`src/rtl/mem_port_arbiter.sv`:
```
// Data-memory port arbiter: core has priority, aux requester shares the port.
// Optional starvation guard enabled by defining MEM_PORT_ARBITER_STARVE_EN.
module mem_port_arbiter #(
    parameter int ADDR_W       = 12,
    parameter int STARVE_LIMIT = 4,
    parameter int CNT_W        = 3
) (
    input  logic              clk,
    input  logic              rst,
    input  logic              core_req,
    input  logic              core_we,
    input  logic [ADDR_W-1:0] core_addr,
    input  logic [31:0]       core_wdata,
    input  logic [1:0]        core_store_type,
    input  logic [2:0]        core_load_type,
    output logic [31:0]       core_rdata,
    output logic              core_stall,
    input  logic              aux_req,
    input  logic              aux_we,
    input  logic [ADDR_W-1:0] aux_addr,
    input  logic [31:0]       aux_wdata,
    input  logic [1:0]        aux_store_type,
    input  logic [2:0]        aux_load_type,
    output logic              aux_gnt,
    output logic [31:0]       aux_rdata,
    output logic              aux_rvalid,
    output logic              mem_write,
    output logic [ADDR_W-1:0] mem_addr,
    output logic [31:0]       mem_wdata,
    output logic [1:0]        mem_store_type,
    output logic [2:0]        mem_load_type,
    input  logic [31:0]       mem_rdata
);

    logic        force_aux_s;
    logic        aux_gnt_s;
    logic        core_win_s;
    logic [31:0] aux_rdata_r;
    logic        aux_rvalid_r;

`ifdef MEM_PORT_ARBITER_STARVE_EN
    localparam logic [CNT_W-1:0] LIMIT_C = CNT_W'(STARVE_LIMIT);
    localparam logic [CNT_W-1:0] ONE_C   = CNT_W'(1);

    logic [CNT_W-1:0] starve_cnt_r;

    // Counts consecutive cycles aux has waited; saturates at the limit.
    always_ff @(posedge clk) begin
        if (rst) begin
            starve_cnt_r <= '0;
        end else if (aux_gnt_s || !aux_req) begin
            starve_cnt_r <= '0;
        end else if (starve_cnt_r != LIMIT_C) begin
            starve_cnt_r <= starve_cnt_r + ONE_C;
        end else begin
            starve_cnt_r <= starve_cnt_r;
        end
    end

    assign force_aux_s = (starve_cnt_r == LIMIT_C);
`else
    assign force_aux_s = 1'b0;
`endif

    // Same-cycle grant decision and port mux; the core owns the port by default.
    always_comb begin
        aux_gnt_s      = !rst && aux_req && (!core_req || force_aux_s);
        core_win_s     = !rst && core_req && !aux_gnt_s;
        core_stall     = !rst && core_req && aux_gnt_s;
        mem_addr       = core_addr;
        mem_wdata      = core_wdata;
        mem_store_type = core_store_type;
        mem_load_type  = core_load_type;
        mem_write      = 1'b0;
        if (aux_gnt_s) begin
            mem_addr       = aux_addr;
            mem_wdata      = aux_wdata;
            mem_store_type = aux_store_type;
            mem_load_type  = aux_load_type;
            mem_write      = aux_we;
        end else if (core_win_s) begin
            mem_write = core_we;
        end else begin
            mem_write = 1'b0;
        end
    end

    // Aux load data is captured at the end of its grant cycle.
    always_ff @(posedge clk) begin
        if (rst) begin
            aux_rdata_r  <= 32'h0000_0000;
            aux_rvalid_r <= 1'b0;
        end else if (aux_gnt_s && !aux_we) begin
            aux_rdata_r  <= mem_rdata;
            aux_rvalid_r <= 1'b1;
        end else begin
            aux_rdata_r  <= aux_rdata_r;
            aux_rvalid_r <= 1'b0;
        end
    end

    assign aux_gnt    = aux_gnt_s;
    assign aux_rdata  = aux_rdata_r;
    assign aux_rvalid = aux_rvalid_r;
    assign core_rdata = mem_rdata;

endmodule
```
`config.mk`:
```
export PLATFORM = sky130hd
export DESIGN_NAME = mem_port_arbiter
export DESIGN_NICKNAME = d
export VERILOG_FILES = /design/src/rtl/mem_port_arbiter.sv
export SDC_FILE = /design/constraint.sdc
export NUM_CORES = 1
export LEC_CHECK = 0
export ABC_CLOCK_PERIOD_IN_PS = 1400
export CAP_MARGIN = 20
export CORE_AREA = 3 3 97 99
export CTS_BUF_LIST = sky130_fd_sc_hd__clkbuf_2
export CTS_CLUSTER_SIZE = 25
export DETAILED_ROUTE_END_ITERATION = 7
export DIE_AREA = 0 0 100 102
export GPL_TIMING_DRIVEN = 0
export PLACE_DENSITY = 0.77
export SLEW_MARGIN = 20
export SYNTH_ARGS = -nofsm -noshare
export SYNTH_HDL_FRONTEND = slang
export SYNTH_SLANG_ARGS = --single-unit
```
`constraint.sdc`:
```
create_clock -name clk -period 1.4 [get_ports clk]
set_clock_uncertainty 0.05 [all_clocks]
set_input_delay 0.14 -clock clk [delete_from_list [all_inputs] [get_ports clk]]
set_output_delay 0.14 -clock clk [all_outputs]
set_load 0.005 [all_outputs]
```
# After elaboration in Yosys (flattened, before gate mapping)
# Cells that the tools add are included.
# totals
reg_bits	33
inputBits	136
out_inout_bits	117
word_cells	19
# classes
muxes	7
reduce_logical	10
# ops
cell	n
32-bit 2-to-1 mux	1
12-bit 2-to-1 mux	1
1-bit logical AND	6
1-bit logical NOT	4
1-bit 2-to-1 mux	3
3-bit 2-to-1 mux	1
2-bit 2-to-1 mux	1

# Logic depth before layout (Yosys ltp)
# Gate-level depths: netlist (run 1).
# depth
word_depth	7
depth_mapped	4
mapped_depth_nobuf	2

# Worst setup path before layout (run 1)
# No wires, ideal clock.
# synth_path
path_type	input port to output port
startpoint	in core_req
endpoint	out mem_addr[0]
arrival_time_ns	1.009
t_required_ns	1.210
setup_slack_ns	0.201
cell_stages	3
n_path_buf	1
cell_sequence	nor3b_4 > buf_6 > mux2_2
# synth_via
elab_chain_len	3
# synth_rtl
item	line	text
from (decl)	10	input logic core_req,
1-bit logical NOT	67	aux_gnt_s = !rst && aux_req && (!core_req || force_aux_s);
1-bit logical AND	67	
12-bit 2-to-1 mux	75	if (aux_gnt_s) begin
to (decl)	28	output logic [ADDR_W-1:0] mem_addr,
# Every way passes these cells.

# Final worst setup path (run 1)
# layout_path
startpoint	in core_req
endpoint	out mem_wdata[30]
# layout_via
elab_chain_len	3
# layout_rtl
item	line	text
1-bit logical NOT	67	
1-bit logical AND	67	
32-bit 2-to-1 mux	75	
to (decl)	29	output logic [31:0] mem_wdata,
# Every way passes these cells.

==> results of run 1 <==
per-stage QoR:
step	total power [W]	cell area (µm²)	setup TNS, ns	util [%]	hold WS [ns]
2_1_floorplan	0.00136	2340	0	-	0.162
3_3_place_gp	0.00219	4990	-60.40	57.8	0.408
3_5_place_dp	0.00220	4990	-62.17	57.8	0.413
4_1_cts	0.00297	5590	-3.87	64.7	0.0927
5_1_grt	0.00310	5640	-7.53	65.3	0.0759
6_report	0.00296	5640	-4.86	65.3	0.124
worst max-delay path: stages:
cell	delay, ns
buf_8	0.10
nor3b_4	0.27
buf_6	0.16
buf_8	0.12
buf_6	0.12
mux2_4	0.30
buf_6	0.12
state kept, by name (all words and copies together) (netlist names):
| name | flops |
|---|---|
| aux_rdata | 32 |
| aux_rvalid | 1 |
power groups by stage:
stage / registers (W) / clock network [W] / logic (W)
global route: 0.000998 / 0.000689 / 0.00142
CTS: 0.000993 / 0.000651 / 0.00132
finish: 0.000993 / 0.000619 / 0.00135
detailed placement: 0.00101 / 0 / 0.00119
global placement: 0.00101 / 0 / 0.00118
floorplan: 0.00101 / 0 / 0.000352
cell families (layout without fill, tap and decap cells):
group | count (synthesis) | count (layout) | share of synthesized area, %
other | 1 | 2 | 0.160
DFF | 33 | 33 | 28.2
muxes | 81 | 81 | 37.2
and+or+nand+nor | 69 | 69 | 19.0
buffers and inverters | 49 | 339 | 15.3
AOI/OAI and AO/OA | 1 | 1 | 0.213
worst paths after layout:
check | start | end | slack (ns)
max | core_req | mem_wdata[30] | -0.13
max reg2reg | aux_rdata[23] | aux_rdata[23] | 0.65
min reg2reg | aux_rdata[12] | aux_rdata[12] | 0.43
min | mem_rdata[12] | aux_rdata[12] | 0.12
cell usage in the layout, fill, tap and decap left out, types with 2 or more instances in the layout:
master           synthesis  layout
dlygate4sd2_1            0      62
clkbuf_2                 0       5
buf_4                   36      50
clkbuf_1                 7       7
buf_2                    1       3
clkdlybuf4s50_1          0     132
nand2b_1                64      64
buf_8                    0       8
buf_16                   0       2
dfxtp_1                 33       3
mux2_4                   0      49
dlymetal6s2s_1           0       3
buf_6                    5      63
dfxtp_2                  0      30
mux2i_1                 32      32
per-layer routing:
metal / GRT usage (%) / share of wire [%]
met2: 41.0 / 52
met4: 8.29 / 3.4
met1: 23.5 / 37
met5: 0 / 0
met3: 5.94 / 7.5
what timing repair did:
action	4_1_cts	5_1_grt
cloned	3	0
buffers inserted	27	4
pin swaps	1	1
hold buffers	0	0
gates resized for setup	423	18
setup endpoints to repair	136	53
hold endpoints to repair	0	0
layout make-up:
class	count	area, µm²
antenna	1	2.50
tap	108	135
clock buffer	5	25.0
fill	689	3000
multi-input combinational	152	1510
buffer	48	362
sequential	33	698
clock inverter	2	35.0
timing repair buffer	284	2870
==> impl_metrics.yaml, run 1 <==
floorplan:
  die_h_um: 102
  start_util_pct: 27.1
  std_cell_rows: 34
  num_io_pins: 253
  dieArea_um2: 10200
  die_x_um: 100
  fp.coreArea_um2: 8640
clock_tree:
  clock_latency_ns: 0.36
  h-tree-depth: 2
  clkTransAtPathRegs_ns: 0.17
  cts_buffer_depth: 2
  cts_root_buf: "clkbuf_2"
  cts_tree: "done"
  cts_sinks: 33
  cts-buffers-inserted: 5
sta:
  rsz0062_at_grt: "yes"
  setup_viol: 47
  maxSlewViolCount: 0
  hold_viol: 0
  fin_ws_ns: -0.127
  min_period_ns: 1.53
  post-route-period-util_pct: 109
  fmax_mhz: 655
logic_synthesis:
  syn_avg_cell_area_um2: 10.0
  async_flop_share_pct: 0
  synth_warnings: 0
  synth-edff-count: 0
  ys_ff_latch: 33
  syn_nets: 370
  yosysMostFrequentCell: "nand2b_1"
  synth_top_area_share_pct: 28.2
  synth_top_area_cell: "dfxtp_1"
  synth_common_cells: "nand2b_1, mux2_2, buf_4"
  yosysSeqAreaShare_pct: 28.2
  synthTopCellsByArea: "dfxtp_1, mux2_2, nand2b_1, mux2i_1, buf_4"
  synthFlopType: "dfxtp_1"
  synth.distinct_cells: 16
  syn_inst: 234
  synth_area_um2: 2340
pwr:
  seqPwrFrac_pct: 33.6
  pwr-share-clk_pct: 20.9
  switchingPower_w: 0.000745
  intPower_w: 0.00221
  power_density_nw_per_um2: 524
  comb_power_share_pct: 45.5
  vdd_drop_max_mv: 0.383
  swShare_pct: 25.2
  p_leak_nw: 2.62
worst_hold_path:
  hold_class: "in -> reg"
  min_delay_path_depth: 3
place:
  io_buffers: 251
  place_congestion: 0.815
  dpl.hpwl_um: 8820
  post-place-ws_ns: -1.01
  dp.cells: 593
grt:
  antenna_found_initial: 1
  track_usage_pct: 21.9
  grt_max_degree: 11
  grt-ovfl-total: 0
  grt_pass1_vias: 2986
  grt_pass1_wl_um: 17200
route:
  vias: 2761
  viasPerCell: 4.36
  drt-total-wl_um: 11800
  ant_nets: 0
  drtIter0Drc: 31
  drc: 0
  dr.pass1.iters: 2
  routedWlPerCell_um: 18.6
setup_path:
  crit_arrival_ns: 1.34
  cp-end-kind: "primary output"
  crit_required_ns: 1.21
  startpoint_type: "input port"
  critPathMaxFanout: 5
  crit_type: "in -> out"
  r2r_cells: 3
job:
  maxCapViolations: 0
final_layout:
  drive_above_1_share_pct: 40.8
  syn_to_final_growth_pct: 141
  layoutNonFillerInstCount: 633
  nets: 660
outcome:
  status: "finished, violations left"
  violations: "setup timing"
Note: power is estimated with default switching activity, not from simulation.
==> inputs of run 2 (changes only) <==
- SKIP_CTS_REPAIR_TIMING: default -> 1
- SKIP_LAST_GASP: default -> 1
==> run 2 against run 1 <==
  * The run still ends with setup timing left
  * First-iteration DRC count up 19%
  * Via count grew 2.5%
  * Critical path depth unchanged
  * Fmax is 2.9% lower
  * Non-clock buffer count rose by 17
  * Die area unchanged
  * Sequential share of layout area down 0.51 points
  * Global-route usage fell by 3.0 points
  * Clock power grew 0.8%
  * Total power fell by 0.34%
  * Final cell count grew 2.5%
  * Setup slack lost 0.046 ns
  * Largest cell class unchanged
  * Largest power group unchanged
  * Highest routed layer unchanged
==> impl_metrics.yaml, run 2 (synthesis gave the netlist of run 1 again) <==
route:
  drc: 0
  ant_nets: 0
  routedWlPerCell_um: 18.5
  vias: 2830
  dr.pass1.iters: 4
  viasPerCell: 4.36
  drtIter0Drc: 37
  drt-total-wl_um: 12000
clock_tree:
  clock_latency_ns: 0.36
  cts_root_buf: "clkbuf_2"
  cts-buffers-inserted: 5
  cts_sinks: 33
  h-tree-depth: 2
  cts_buffer_depth: 2
  cts_tree: "done"
  clkTransAtPathRegs_ns: 0.18
outcome:
  violations: "setup timing"
  status: "finished, violations left"
final_layout:
  nets: 677
  mostFrequentLayoutCells: "clkdlybuf4s50_1, dlymetal6s2s_1, nand2b_1, buf_4, buf_6"
  antenna_cells: 0
  drive_above_1_share_pct: 38.8
  syn_to_final_growth_pct: 151
  fin_area_um2: 5890
  final_common_cell: "clkdlybuf4s50_1"
  fin_util_pct: 68.2
  fillCellCount: 654
  largest_reg_flops: 32
grt:
  grt_pass1_wl_um: 15000
  grt_pass1_vias: 2726
  track_usage_pct: 18.9
  grt-ovfl-total: 0
  grt_max_degree: 11
  antenna_found_initial: 0
pwr:
  power_density_nw_per_um2: 500
  p_leak_nw: 3.38
  vdd_drop_max_mv: 0.392
setup_path:
  worst-path-buf-inv: 5
  crit_required_ns: 1.21
  startpoint_type: "input port"
  slowest_stage: "mux2_2"
  path_cells: "buf_8 -> nor3b_4 -> buf_6 -> buf_6 -> buf_8 -> mux2_2 -> dlymetal6s2s_1"
  crit_type: "in -> out"
  cp-end-kind: "primary output"
  cp-startpoint: "rst"
  critPathMaxFanout: 5
  crit_arrival_ns: 1.38
  cp_top_family: "buffers and inverters"
  r2r_start: "aux_rdata[5]"
  slowest_delay_ns: 0.33
floorplan:
  die_h_um: 102
  start_util_pct: 27.1
  std_cell_rows: 34
  fp.coreArea_um2: 8640
  num_io_pins: 253
  die_x_um: 100
  dieArea_um2: 10200
place:
  place_congestion: 0.815
  post-place-ws_ns: -1.01
  dpl.hpwl_um: 8820
  placed_cell_area_um2: 4990
  io_buffers: 251
sta:
  hold_viol: 0
  fmax_mhz: 636
  rsz0062_at_grt: "yes"
  maxSlewViolCount: 0
  min_period_ns: 1.57
  setup-tns-final_ns: -4.41
  post-route-period-util_pct: 112
  fin_ws_ns: -0.173
  setup_viol: 48
job:
  maxCapViolations: 0
worst_hold_path:
  hold_class: "in -> reg"
  hold_start: "mem_rdata[12]"
==> run 2: cell types whose count changed in the layout (fill, tap and decap cells not counted), sizes merged <==
cell           delta
dlygate4sd2      -62
diode             -1
dlymetal6s2s     +74
dlygate4sd3       +9
buf              -22
clkbuf           +19
clkdlybuf4s15     -1
==> run 2: area by class of cell <==
class,instances,area (µm²),area share [%]
clock inverters,2,35.0,0.595
plain buffers,48,362,6.14
multi-input cells,152,1450,24.7
clock buffers,5,25.0,0.425
flip-flops and latches,33,699,11.9
well taps,108,135,2.29
repair buffers,301,3180,54.0
==> run 2: path summary, 6_finish.rpt <==
| kind | end | slack [ns] | cells after the start |
|---|---|---|---|
| worst max-delay path | mem_wdata[16] | -0.17 | 7 |
| worst min-delay path | aux_rdata[12] | 0.01 | 3 |
| worst max register to register | aux_rdata[5] | 0.64 | 3 |
| worst min register to register | aux_rdata[12] | 0.43 | 2 |
==> run 2: report_power, final <==
part           total, W  switching, W  internal, W
clock          0.000624      0.000333     0.000291
sequential     0.000993     0.0000156     0.000978
combinational   0.00133      0.000392     0.000937
==> run 2: worst reg2reg max path, stage by stage, from the launching register on <==
cell and delay, ns:
dfxtp_2 0.36, buf_4 0.09, nand2b_1 0.06, mux2i_1 0.14
==> run 2: stage by stage <==
stage / cells / power, W / hold slack [ns]
after global routing: 649 / 0.00309 / 0.00104
final: 649 / 0.00295 / 0.0120
after global placement: 593 / 0.00219 / 0.408
after detailed placement: 593 / 0.00220 / 0.413
after floorplan: 234 / 0.00136 / 0.162
after CTS: 600 / 0.00284 / 0.269
==> run 2: routing by layer <==
| metal | wire [µm] | up-vias | part of all wire [%] | GRT usage, % |
|---|---|---|---|---|
| met5 | 0 | - | 0 | 0 |
| met3 | 1060 | 23 | 8.8 | 5.73 |
| met4 | 337 | 0 | 2.8 | 4.56 |
| met2 | 6370 | 135 | 53 | 35.8 |
| li1 | - | 1362 | - | - |
| met1 | 4260 | 1310 | 35 | 20.7 |
